===== config.mk =====
export PLATFORM = sky130hd
export DESIGN_NAME = seven_seg_capture
export DESIGN_NICKNAME = d
export VERILOG_FILES = /design/src/rtl/seven_seg_capture.sv
export SDC_FILE = /design/constraint.sdc
export NUM_CORES = 1
export LEC_CHECK = 0
export CAP_MARGIN = 20
export CORE_UTILIZATION = 30
export CTS_CLUSTER_SIZE = 20
export DETAILED_ROUTE_END_ITERATION = 8
export PLACE_DENSITY_LB_ADDON = 0.12
export SLEW_MARGIN = 20
export SYNTH_ARGS = -nofsm -noshare
export SYNTH_HDL_FRONTEND = slang
export SYNTH_SLANG_ARGS = --single-unit

===== constraint.sdc =====
create_clock -name clk -period 15.6 [get_ports clk]
set_input_delay 4.68 -clock clk [delete_from_list [all_inputs] [get_ports clk]]
set_output_delay 4.68 -clock clk [all_outputs]
set_load 0.02 [all_outputs]

===== src/rtl/seven_seg_capture.sv =====
// Recovers digit codes from a multiplexed 7-segment bus. A slot is captured once its
// {seg, digit_sel} sample has been steady; a full set of slots is offered as a frame.
module seven_seg_capture #(
    parameter int NUM_DIGITS    = 4,
    parameter int STABLE_CYCLES = 4
) (
    input  logic                    clk,
    input  logic                    rst,
    input  logic [6:0]              seg,
    input  logic [NUM_DIGITS-1:0]   digit_sel,
    output logic [4*NUM_DIGITS-1:0] frame_digits,
    output logic [NUM_DIGITS-1:0]   frame_err,
    output logic                    frame_valid,
    input  logic                    frame_ready,
    output logic                    overrun
);

    localparam int CNT_W = $clog2(STABLE_CYCLES + 1);
    localparam int SMP_W = 7 + NUM_DIGITS;
    localparam logic [CNT_W-1:0] CNT_FULL = CNT_W'(STABLE_CYCLES);
    localparam logic [CNT_W-1:0] CNT_ONE  = CNT_W'(1);

    // Returns {err, code}; blank maps to F without error, unknown patterns to E with error.
    function automatic logic [4:0] decode_seg(input logic [6:0] s);
        logic [4:0] r;
        case (s)
            7'b1111110: r = 5'h00;
            7'b0110000: r = 5'h01;
            7'b1101101: r = 5'h02;
            7'b1111001: r = 5'h03;
            7'b0110011: r = 5'h04;
            7'b1011011: r = 5'h05;
            7'b1011111: r = 5'h06;
            7'b1110000: r = 5'h07;
            7'b1111111: r = 5'h08;
            7'b1111011: r = 5'h09;
            7'b0000000: r = 5'h0F;
            default:    r = 5'h1E;
        endcase
        return r;
    endfunction

    logic [SMP_W-1:0]        r_prev;
    logic [CNT_W-1:0]        r_cnt;
    logic [NUM_DIGITS-1:0]   r_mask;
    logic [4*NUM_DIGITS-1:0] r_slot_codes;
    logic [NUM_DIGITS-1:0]   r_slot_errs;
    logic [4*NUM_DIGITS-1:0] r_frame_digits;
    logic [NUM_DIGITS-1:0]   r_frame_err;
    logic                    r_frame_valid;
    logic                    r_overrun;

    logic [SMP_W-1:0]        w_sample;
    logic                    w_onehot;
    logic                    w_same;
    logic [CNT_W-1:0]        w_cnt_next;
    logic                    w_capture;
    logic                    w_complete;
    logic                    w_accept;
    logic [4:0]              w_dec;
    logic [4*NUM_DIGITS-1:0] w_codes_next;
    logic [NUM_DIGITS-1:0]   w_errs_next;

    assign w_sample = {seg, digit_sel};
    assign w_onehot = $onehot(digit_sel);
    // r_cnt != 0 guarantees r_prev was itself an eligible sample.
    assign w_same   = w_onehot && (w_sample == r_prev) && (r_cnt != '0);

    always_comb begin
        w_cnt_next = '0;
        if (w_onehot) begin
            if (!w_same)
                w_cnt_next = CNT_ONE;
            else if (r_cnt == CNT_FULL)
                w_cnt_next = r_cnt;
            else
                w_cnt_next = r_cnt + CNT_ONE;
        end
    end

    // Fires only on the transition into the full count, so one capture per stable run.
    assign w_capture  = w_onehot && (w_cnt_next == CNT_FULL) && (r_cnt != CNT_FULL);
    assign w_complete = w_capture && ((r_mask | digit_sel) == {NUM_DIGITS{1'b1}});
    assign w_accept   = r_frame_valid && frame_ready;
    assign w_dec      = decode_seg(seg);

    always_comb begin
        w_codes_next = r_slot_codes;
        w_errs_next  = r_slot_errs;
        for (int i = 0; i < NUM_DIGITS; i++) begin
            if (digit_sel[i]) begin
                w_codes_next[4*i +: 4] = w_dec[3:0];
                w_errs_next[i]         = w_dec[4];
            end
        end
    end

    always_ff @(posedge clk) begin
        if (w_capture) begin
            r_slot_codes <= w_codes_next;
            r_slot_errs  <= w_errs_next;
        end
    end

    always_ff @(posedge clk) begin
        if (rst) begin
            r_prev         <= '0;
            r_cnt          <= '0;
            r_mask         <= '0;
            r_frame_digits <= '0;
            r_frame_err    <= '0;
            r_frame_valid  <= 1'b0;
            r_overrun      <= 1'b0;
        end else begin
            r_prev    <= w_sample;
            r_cnt     <= w_cnt_next;
            r_overrun <= 1'b0;
            if (w_accept)
                r_frame_valid <= 1'b0;
            if (w_capture)
                r_mask <= w_complete ? '0 : (r_mask | digit_sel);
            // A held, unaccepted frame is kept; the newer one is dropped and flagged.
            if (w_complete) begin
                if (!r_frame_valid || w_accept) begin
                    r_frame_digits <= w_codes_next;
                    r_frame_err    <= w_errs_next;
                    r_frame_valid  <= 1'b1;
                end else begin
                    r_overrun <= 1'b1;
                end
            end
        end
    end

    assign frame_digits = r_frame_digits;
    assign frame_err    = r_frame_err;
    assign frame_valid  = r_frame_valid;
    assign overrun      = r_overrun;

endmodule


==> results by group <==
Detailed routing
  • DRC viols: 0
  • Via count: ~2200
  • Final WL: a little under 7 mm
  • Met2 WL: 3.107 mm
  • ANT nets after route: 0
  • DR iter-0 viols: about 120
  • Highest routed layer: met4
  • M1 WL: 3.445 mm
  • Vias/cell: around 5
  • Detailed Routing Iterations Pass 1: 4
  • WL/cell: approximately 16 µm
  • Met3 wire len: 283 µm

Logic synthesis
  • Netlist cell types: 51
  • FFs w/ async S/R, synth: 0
  • Synth top area cells: dfxtp_1 (28%), edfxtp_1 (21%), nor2_1 (4.1%), xnor2_1 (4.0%), a21oi_1 (3.2%)
  • XOR/XNOR Fraction of Synth Area: 0.04011
  • Synth Warn #: 0
  • Mapped Nets: approximately 310
  • Multiplexer share of the synthesized area: 0.01939
  • Post-synthesis compound-gate area fraction: 0.1503
  • Synth Instances: about 290
  • Synth Area in Adders: 0.02468
  • Largest family of logic cells by synthesized area: simple AND/OR/NAND/NOR gates
  • Leading area contributor after synthesis: dfxtp_1
  • Post-synth EDFFs: 20
  • Synth Flop Type: dfxtp_1
  • Synth Area in Simple Gates: 0.2129
  • Register area share after synthesis: 0.4936
  • Synth top area share: 0.2821
  • Synth Cell Area: 2839 µm²
  • Mean Syn Cell Area: about 9.7 µm²
  • Post-synthesis sequential element count: 60

CTS
  • CTS Buf Count: 9
  • CTS tree: yes
  • Clock buffer depth: 2
  • Cts hold-fix bufs: 0
  • Clk pin slew, worst setup/hold paths: about 0.07 ns
  • Post-CTS Resized: 0
  • Root Buffer: clkbuf_8
  • Clk sink count: 60
  • Post-CTS Setup Inserts: 0
  • Clock latency at the later pin of the worst-skew pair: roughly 0.34 ns
  • CTS H-tree depth: 3

Setup path
  • CP startpoint kind: input pin
  • Critical path's largest stage delay: about 0.77 ns
  • Reg-to-Reg End: frame_digits[7]
  • CP Max Fanout: 14
  • Worst R2R Setup Slack: around 13 ns
  • Worst path slowest cell: clkdlybuf4s50_1
  • Critical path class: input pin to flop
  • R2r startpoint: r_cnt[0]
  • Crit path DAT: around 8.5 ns
  • CP cell instances: clkdlybuf4s50_1, inv_1, fa_1, inv_1, ha_1, ha_1, nor3b_1, and4_1, nor4bb_2, buf_4, nand3_1, o32ai_1
  • R2r worst-path depth: 8
  • CP Capture Type: flop
  • Req. time, crit path: around 16 ns

Final layout
  • Layout cells sized above 1: 0.09786
  • Final net count: roughly 340
  • Area grow syn2layout: 22.57%
  • Layout Cell Area excl Fill: between 3000 and 4000 µm²
  • Antenna diodes: 0
  • Most frequent cells in the layout: dfxtp_1 (40), clkdlybuf4s50_1 (35), nor2_1 (30), nand2_1 (24), edfxtp_1 (20)
  • Most common cell after layout, fill and taps aside: dfxtp_1

Floorplan
  • Initial Utilization: 0.3087
  • Standard-cell rows: 35
  • Die width: 99.28 µm
  • Die area: approximately 9900 µm²
  • Placeable core area: between 9000 and 10000 µm²
  • IO Pins: 36
  • Die height: between 90 and 100 µm

Place
  • Final HPWL from detailed placement: about 4.9 mm
  • PortBufs: 35
  • GPL Wtd Cong: 0.7168
  • Dpl cell area: between 3000 and 4000 µm²
  • DP Worst Slack: a little under 7 ns

Global routing
  • Vias in the first global route: about 2200
  • Largest net degree at the start of global routing: 26
  • Initial antenna violation count: 0
  • Total gr overflow: 0
  • GRT Util Overall: 0.1528
  • First-pass GRT wire length: about 11 mm

Timing
  • Setup Viol. Count Final: 0
  • Fmax: about 0.12 GHz
  • Final hold vios: 0
  • Worst slew margin: 0.3667
  • Count of final max-slew check failures: 0
  • Min Hold Slack: approximately 0.47 ns
  • Fin Setup TNS: 0 ns
  • Worst setup margin: ~7.4 ns
  • Worst-margin pin slew: 0.9381 ns
  • RSZ-0062 raised after global routing: no
  • Final Cycle Share: 0.5286
  • Setup Skew: between 0.008 and 0.009 ns
  • Fin crit period: 8.246 ns

Pwr
  • Final Power: 0.3396 mW
  • Peak supply drop: 0.05073 mV
  • PD cells: just under 100 nW/µm²
  • Pleak: roughly 1.2 nW

Worst hold path
  • WHS Path Cells: 2
  • Hold Crit Class: flop to flop
  • Hold Crit Start: frame_digits[4]
  • Worst Hold End: frame_digits[4]

Status
  • Status: finished, final reports clean

Job
  • Max-Cap Viols: 0
==> flip-flops by register name, summed over array words and instances (netlist names) <==
name and cells:
frame_digits 16, r_slot_codes 16, r_prev 11, frame_err 4, r_mask 4, r_slot_errs 4
r_cnt 3, frame_valid 1, overrun 1
==> cell type report <==
cell class	instances	area, µm²
multi-input cells	197	1285
well taps	111	138.9
fillers	972	5717
clock buffers	14	205.2
repair buffers	39	380.4
inverters	15	56.30
clock inverters	2	12.51
flip-flops and latches	60	1401
==> metrics by stage <==
| stage | cells | util |
|---|---|---|
| 3_3_place_gp | 422 | 0.3544 |
| 6_report | 438 | 0.3784 |
| 3_5_place_dp | 422 | 0.3544 |
| 4_1_cts | 438 | 0.3781 |
| 2_1_floorplan | 293 | - |
| 5_1_grt | 438 | 0.3784 |
==> cell families (layout without fill, tap and decap cells) <==
kind of cell               count (synthesis)  in the layout
muxes                                      5              5
adders and majority gates                  5              5
AOI/OAI and AO/OA                         60             60
and+or+nand+nor                          114            114
buffers and inverters                     36             70
DFF                                       60             60
xor gates and xnor gates                  13             13
==> worst max-delay path by stage <==
stage	cells after the start	endpoint	startpoint
global route	12	frame_digits[5]	digit_sel[1]
global placement	11	frame_err[0]	digit_sel[1]
detailed placement	11	frame_digits[11]	digit_sel[0]
CTS	11	frame_digits[11]	digit_sel[0]
floorplan	11	r_slot_codes[0]	digit_sel[0]
finish	12	frame_digits[7]	digit_sel[1]
==> layer usage <==
metal	track usage	vias to the layer above
met2	0.2388	39
li1	-	1114
met4	0.05769	0
met5	0	-
met3	0.04427	9
met1	0.2002	1030
==> cells in the mapped netlist, types with 5 or more instances <==
master    count
a21oi_1      18
inv_1        15
nand3_1      13
dfxtp_1      40
xnor2_1      13
a211oi_1      6
o21ai_0       5
edfxtp_1     20
nand2_1      24
nor2_1       31
o32ai_1       8
nor2b_1      13
clkbuf_1     12
buf_2         5
==> report_power, final <==
part	switching (mW)	total (mW)	internal, mW
sequential	0.000799	0.164	0.163
clock	0.0622	0.148	0.0856
combinational	0.0164	0.0281	0.0117
total	0.0794	0.340	0.260
==> critical path: cells and delay by family <==
kind	cells	cell delay, ns
buf+inv	4	1.24
compound gates	1	0.37
simple gates	4	1.23
fa+ha+maj	3	0.96
(Power assumes the default switching activity.)
